### config.mk
export PLATFORM = sky130hd
export DESIGN_NAME = rr_stream_arbiter
export DESIGN_NICKNAME = d
export VERILOG_FILES = /design/src/rtl/rr_stream_arbiter.sv
export SDC_FILE = /design/constraint.sdc
export NUM_CORES = 1
export LEC_CHECK = 0
export BUFFER_PORTS_ARGS = -buffer_cell sky130_fd_sc_hd__buf_2
export CAP_MARGIN = 5
export CORE_MARGIN = 5
export CORE_UTILIZATION = 40
export DETAILED_ROUTE_END_ITERATION = 8
export PLACE_DENSITY = 0.82
export SETUP_SLACK_MARGIN = 0.3
export SLEW_MARGIN = 15
export SYNTH_ARGS = -nofsm -noshare
export SYNTH_HDL_FRONTEND = slang
export SYNTH_SLANG_ARGS = --single-unit
### constraint.sdc
create_clock -name clk_i -period 3.2 [get_ports clk_i]
set_clock_uncertainty 0.1 [all_clocks]
set_input_delay 0.32 -clock clk_i [delete_from_list [all_inputs] [get_ports clk_i]]
set_output_delay 0.32 -clock clk_i [all_outputs]
set_load 0.01 [all_outputs]
### src/rtl/rr_stream_arbiter.sv
// rr_stream_arbiter
//   Round-robin, packet-locked arbiter that merges INPUT_NUMBER valid/ready/last
//   streams onto one output stream. A grant is picked in IDLE, then held in
//   LOCKED until the granted requester completes a beat with last set. Every
//   packet is therefore preceded by exactly one arbitration cycle.
//
// Ports
//   clk_i        clock, rising edge
//   rst_i        asynchronous active-high reset
//   req_valid_i  per-requester valid
//   req_last_i   per-requester end-of-packet flag
//   req_data_i   per-requester data words (unpacked array)
//   req_ready_o  per-requester ready (only the granted bit can be high)
//   m_valid_o    output stream valid
//   m_last_o     output stream last
//   m_data_o     output stream data (zero when not locked)
//   m_ready_i    downstream ready
//   grant_o      registered grant index
//   busy_o       high while LOCKED
//
// state  | meaning
// IDLE   | no packet in flight; arbitrate among valid requesters
// LOCKED | grant held; output stream follows requester grant_o

module rr_stream_arbiter #(
   parameter  int DATA_WIDTH   = 8,
   parameter  int INPUT_NUMBER = 8,
   localparam int SEL_W        = $clog2(INPUT_NUMBER)
) (
   input  logic                    clk_i,
   input  logic                    rst_i,
   input  logic [INPUT_NUMBER-1:0] req_valid_i,
   input  logic [INPUT_NUMBER-1:0] req_last_i,
   input  logic [DATA_WIDTH-1:0]   req_data_i [INPUT_NUMBER],
   output logic [INPUT_NUMBER-1:0] req_ready_o,
   output logic                    m_valid_o,
   output logic                    m_last_o,
   output logic [DATA_WIDTH-1:0]   m_data_o,
   input  logic                    m_ready_i,
   output logic [SEL_W-1:0]        grant_o,
   output logic                    busy_o
);

   typedef enum logic {
      ST_IDLE,
      ST_LOCKED
   } state_t;

   state_t             r_state;
   logic [SEL_W-1:0]   r_grant;
   logic [SEL_W-1:0]   r_ptr;
   logic               r_busy;

   logic               w_locked;
   logic               w_any;
   logic               w_hi_found;
   logic [SEL_W-1:0]   w_hi;
   logic [SEL_W-1:0]   w_lo;
   logic [SEL_W-1:0]   w_pick;
   logic               w_end_of_pkt;

   // Round-robin pick: lowest set bit at or above the pointer; if none, wrap
   // to the lowest set bit overall. The descending scan leaves the lowest
   // qualifying index in each candidate.
   always_comb begin
      w_hi_found = 1'b0;
      w_hi       = '0;
      w_lo       = '0;
      for (int i = INPUT_NUMBER - 1; i >= 0; i--) begin
         if (req_valid_i[i]) begin
            w_lo = SEL_W'(i);
            if (SEL_W'(i) >= r_ptr) begin
               w_hi_found = 1'b1;
               w_hi       = SEL_W'(i);
            end
         end
      end
      w_pick = w_hi_found ? w_hi : w_lo;
   end

   assign w_any    = |req_valid_i;
   assign w_locked = (r_state == ST_LOCKED);

   // Datapath is combinational from the registered grant, gated by LOCKED so
   // that reset and IDLE force every output to zero.
   assign m_valid_o = w_locked & req_valid_i[r_grant];
   assign m_last_o  = w_locked & req_last_i[r_grant];
   assign m_data_o  = w_locked ? req_data_i[r_grant] : '0;

   always_comb begin
      req_ready_o = '0;
      if (w_locked) begin
         req_ready_o[r_grant] = m_ready_i;
      end
   end

   assign w_end_of_pkt = m_valid_o & m_ready_i & m_last_o;

   always_ff @(posedge clk_i or posedge rst_i) begin
      if (rst_i) begin
         r_state <= ST_IDLE;
         r_grant <= '0;
         r_ptr   <= '0;
         r_busy  <= 1'b0;
      end else begin
         case (r_state)
            ST_IDLE: begin
               if (w_any) begin
                  r_grant <= w_pick;
                  r_state <= ST_LOCKED;
                  r_busy  <= 1'b1;
               end
            end
            ST_LOCKED: begin
               if (w_end_of_pkt) begin
                  r_state <= ST_IDLE;
                  r_busy  <= 1'b0;
                  r_ptr   <= (r_grant == SEL_W'(INPUT_NUMBER - 1)) ? '0 : r_grant + 1'b1;
               end
            end
            default: begin
               r_state <= ST_IDLE;
               r_busy  <= 1'b0;
            end
         endcase
      end
   end

   assign grant_o = r_grant;
   assign busy_o  = r_busy;

endmodule

-- Word-level counts from Yosys, hierarchy flattened
Index checks and enable logic that the tools add are counted.
- divide/modulo/power cells: 0
- $add $sub $neg: 1
- bitwise operators: 7
- reduce and logical (&&, ||, !) cells: 5
- $mul: 0
- multiplexer cells: 59
- eq/ne operators: 3
- shift operators: 0
- $lt $le $gt $ge: 11
- operators with widths (operator ; number):
    2-to-1 mux 3 bit ; 26
    2-to-1 mux 8 bit ; 4
    binary-select mux 8 bit (select 3 bit) ; 1
    2-to-1 mux 1 bit ; 23
    greater-or-equal comparator 3 bit, first input constant ; 4
    AND 8 bit ; 1
    OR reduction 8 bit ; 1
    binary-select mux 1 bit (select 3 bit) ; 2
    greater-or-equal comparator 1 x 3 -> 1 bit, first input constant ; 2
    greater-or-equal comparator 2 x 3 -> 1 bit, first input constant ; 2
    AND reduction 2 bit ; 3
    AND 1 bit ; 4
    greater-or-equal comparator 4 bit, second input constant ; 1
    < comparator 3 x 4 -> 1 bit, second input constant ; 1
    inverter 3 -> 4 bit ; 1
    one-hot mux 1 bit (2 select lines) ; 2
    adder 3 x 1 -> 3 bit, second input constant ; 1
    demux 1 bit (select 3 bit) ; 1
    equality test 3 bit, second input constant ; 1
    greater-or-equal comparator 3 x 1 -> 1 bit, second input constant ; 1
    inequality test 2 x 1 -> 1 bit, second input constant ; 1
    inequality test 2 bit, second input constant ; 1
    logical AND 1 bit ; 1
    inverter 1 bit ; 1
- RAM bits: 0
- latch bits: 0
- bits of input ports: 83
- bits in registers: 8
- memory bits (read-only): 0
- logic and storage cells: 90
- output and inout port bits: 22
- memories: 0

-- Logic depth before layout (Yosys ltp)
- depth in word-level cells: 18
- gate-level depth with buffers: 6
- depth with buffers taken out: 5

-- Worst setup path before layout
Ideal clock, no wire load.
- path kind: flip-flop to output port
- start: reg r_grant[0], in the netlist grant_o[0]
- end: out m_data_o[3]
- arrival time: 1653 ps
- slack: 1127 ps
- required time: 2780 ps
- stages on the path, launching flop included: 6
- path buffers: 2
- cells stage by stage: dfrtp_1 > buf_6 > clkbuf_1 > mux4_2 > mux2i_1 > nor2_1
- longest elaborated chain between the ends: 5
- ends and longest elaborated chain (item ; line ; text):
    start: declaration ; 50 ; logic [SEL_W-1:0] r_grant;
    start signal: assignment ; 109 ; r_grant <= w_pick;
    inverter 3 -> 4 bit (not written as such) ; 88 ; assign m_data_o = w_locked ? req_data_i[r_grant] : '0;
    binary-select mux 8 bit (select 3 bit) ; 88 ;
    2-to-1 mux 8 bit (not written as such) (2 in series) ; 88 ;
    2-to-1 mux 8 bit ; 88 ;
    end: declaration ; 38 ; output logic [DATA_WIDTH-1:0] m_data_o,
Every way passes these cells. The select of a mux whose other input is x is not followed.

-- Worst setup path after layout
- start: reg r_grant[0], in the netlist grant_o[0]
- end: out m_data_o[1]
The elaborated chain is that of the path after synthesis.

==> run_results.csv <==
group,metric,value,unit
floorplan,num_rows,20,
route,drc_errors,0,
route,vias,1539,
power_and_ir_drop,p_clk_share,5.1,%
power_and_ir_drop,swShare,45.8,%
power_and_ir_drop,p_sw,639,uW
power_and_ir_drop,power.internal,755,uW
clock_network,cts_buffers,3,
finish,finalNetCount,321,
timing,final_hold_viol_count,0,
logic_synthesis,netlist_area,1280,um^2
power_and_ir_drop,leakagePower,0.944,nW
worst_setup_path,setup.worst_path.start_class,"register",
worst_setup_path,r2r_slack,1.14,ns
floorplan,die_h,66.6,um
floorplan,ios,105,
clock_network,cts_root_buf,"clkbuf_4",
clock_network,htree_levels,1,
worst_hold_path,min_from,"m_ready_i",
worst_setup_path,required,2.78,ns
clock_network,ctsResizeCount,0,
place,place_area,1840,um^2
worst_setup_path,arrival,2.03,ns
worst_setup_path,endpoint_kind,"primary output",
route,dr.pass1.iters,4,
place,globalplace.congestion,0.906,
worst_setup_path,critPathMaxStageDelay,0.56,ns
worst_hold_path,whs_path_depth,4,
place,dp_hpwl,3890,um
timing,timing.final.crit_share,76.7,%
logic_synthesis,async_flop_share,100,%
logic_synthesis,synthTopCellsByArea,"mux4_2, dfrtp_1, mux2i_1, nor2_1, nand2_1",
global_routing,use_met3,2.36,%
global_routing,grt_max_degree,19,
logic_synthesis,synthSimpleGateAreaFrac,18.0,%
clock_network,cts_sinks,8,
timing,fin_tns_setup,0,ns
place,post-place-ws,0.998,ns
logic_synthesis,synth.distinct_cells,37,
logic_synthesis,synth_fa_ha_area_share,1.95,%
floorplan,die_x,66.6,um
worst_hold_path,min_to,"r_ptr[1]",
worst_setup_path,slowest_stage,"dfrtp_1",
route,wl_per_cell,16.3,um
worst_setup_path,worstSetupPathType,"reg -> out",
worst_setup_path,crit_fanout,12,
global_routing,grt_pass1_wl,6980,um
global_routing,grt_util_all_layers,20.1,%
logic_synthesis,netlist_instances,131,
power_and_ir_drop,seq_power_share,17.2,%
timing,setup_viol,0,
global_routing,antenna_found_initial,0,
logic_synthesis,netlist_top_cells_count,"nor2_1, mux4_2, mux2i_1",
logic_synthesis,synthXorXnorAreaFrac,0,%
timing,max_freq,0.408,GHz
timing,worst-slew-pin-transition,0.500,ns
global_routing,grt.overflow.total,0,
place,portBuffers,104,
timing,rsz0062_at_grt,"no",
route,wirelength,4520,um
logic_synthesis,synth_top_area_share,35.1,%
finish,area_delta_synth_final,46.2,%
logic_synthesis,synth_most_common_cell,"nor2_1",
logic_synthesis,synth_flop_cell,"dfrtp_1",
logic_synthesis,ys_seq_area_share,15.6,%
logic_synthesis,avgSynthCellArea,9.79,um^2
power_and_ir_drop,p_total,1.39,mW
route,drt.antenna.violating_nets,0,
timing,final_max_slew_viol_count,0,
logic_synthesis,synthesis.nets,216,
worst_hold_path,hold_path_class,"in -> reg",
finish,finish.utilization,61.4,%
route,drt-vias-per-instance,5.54,
run_status,status,"complete, no violations",
finish,antenna_cells,0,
clock_network,cts_tree,"done",
finish,layout-drive-gt1-share,58.5,%
global_routing,top_usage_layer,"met2",
logic_synthesis,ys_ff_latch,8,
worst_setup_path,path_cells,"buf_4, mux4_2, mux2i_1, nor2_1, buf_2",
logic_synthesis,synth-edff-count,0,
timing,setup_ws,0.746,ns
logic_synthesis,synth_top_area_cell,"mux4_2",
power_and_ir_drop,ir_drop,0.341,mV
logic_synthesis,synthMuxAreaShare,46.1,%
clock_network,cts_max_path_buffers,2,
global_routing,grt_pass1_vias,1559,
logic_synthesis,synth_compound_area_share,13.1,%
global_routing,met1_usage,23.9,%
timing,slew_headroom,66.3,%
clock_network,clkTransAtPathRegs,0.05,ns
logic_synthesis,yosysWarnings,0,
logic_synthesis,synth_top_family_by_area,"multiplexers",
place,dp_cells,274,
worst_setup_path,r2r-start,"grant_o[0]",
run,drv_cap,0,
clock_network,clk_latency,0.24,ns
clock_network,holdBufCountCts,1,
floorplan,die_area,4440,um^2
timing,period_minus_slack,2.45,ns
finish,finalNonFillerCells,278,
finish,final_area,1880,um^2
worst_setup_path,r2r-end,"r_ptr[2]",
global_routing,grt_util_met2,37.3,%
power_and_ir_drop,power_density,743,nW/um^2
timing,holdWs,0.397,ns
floorplan,coreArea,3050,um^2
power_and_ir_drop,pwr-share-comb,77.7,%
route,drtIter0Drc,84,
clock_network,postCtsSetupBuffers,0,
worst_setup_path,r2r_cells,5,
floorplan,start_util,42.0,%
## registers in the layout, summed over array words and instances, names as in the netlist
register,flops
r_state,1
grant_o,3
busy_o,1
r_ptr,3
## layout make-up
cell class,count,area [um^2]
Inverter,6,22.5
Tap cell,44,55.1
Clock buffer,3,22.5
Multi-Input combinational cell,108,1010
Timing Repair Buffer,109,561
Fill cell,285,1180
Sequential cell,8,200
## layer usage
layer | vias up | wire length (um)
li1 | 721 | -
met1 | 739 | 1620
met2 | 67 | 2500
met3 | 12 | 300
met4 | 0 | 104
met5 | - | 0
## kinds of logic (layout without fill, tap and decap cells)
logic type      after synthesis  after routing
simple gates                 49             49
mux                          33             33
fa+ha+maj                     2              2
flops                         8              8
buf+inv                      15            118
compound gates               24             24
## cells in the final DEF (no fill, tap or decap), types with 3 or more instances in the layout
cell type  instances
a21boi_0           3
a21oi_1            3
buf_2            104
buf_4              4
clkbuf_4           3
dfrtp_1            8
inv_1              6
mux2i_1           10
mux4_2            20
nand2_1            9
nand2b_1           3
nand3_1            3
nor2_1            22
nor2b_1            3
o21ai_0            6
## worst max-delay path, delay by kind of cell (launching register included)
kind / cells / cell delay, ns
multiplexers: 2 / 0.70
flip-flops: 1 / 0.56
buffers and inverters: 2 / 0.46
AND/OR/NAND/NOR: 1 / 0.06
## power groups by stage
stage	clock, mW	sequential [mW]	combinational, mW
after detailed placement	0	0.240	1.09
after floorplan	0	0.204	0.812
after global placement	0	0.238	1.07
final	0.0716	0.239	1.08
after CTS	0.0740	0.239	1.09
after global routing	0.0787	0.252	1.19
## worst max path at each step
stage / from / to / slack, ns / cells after the start
global route: grant_o[0] / m_data_o[1] / 0.61 / 5
CTS: grant_o[0] / m_data_o[1] / 0.73 / 5
floorplan: grant_o[0] / m_data_o[3] / 1.13 / 5
detailed placement: grant_o[0] / m_data_o[1] / 1.0 / 5
global placement: grant_o[0] / m_data_o[1] / 1.05 / 5
finish: grant_o[0] / m_data_o[1] / 0.75 / 5
No activity file was read; power rests on OpenSTA's default activity.
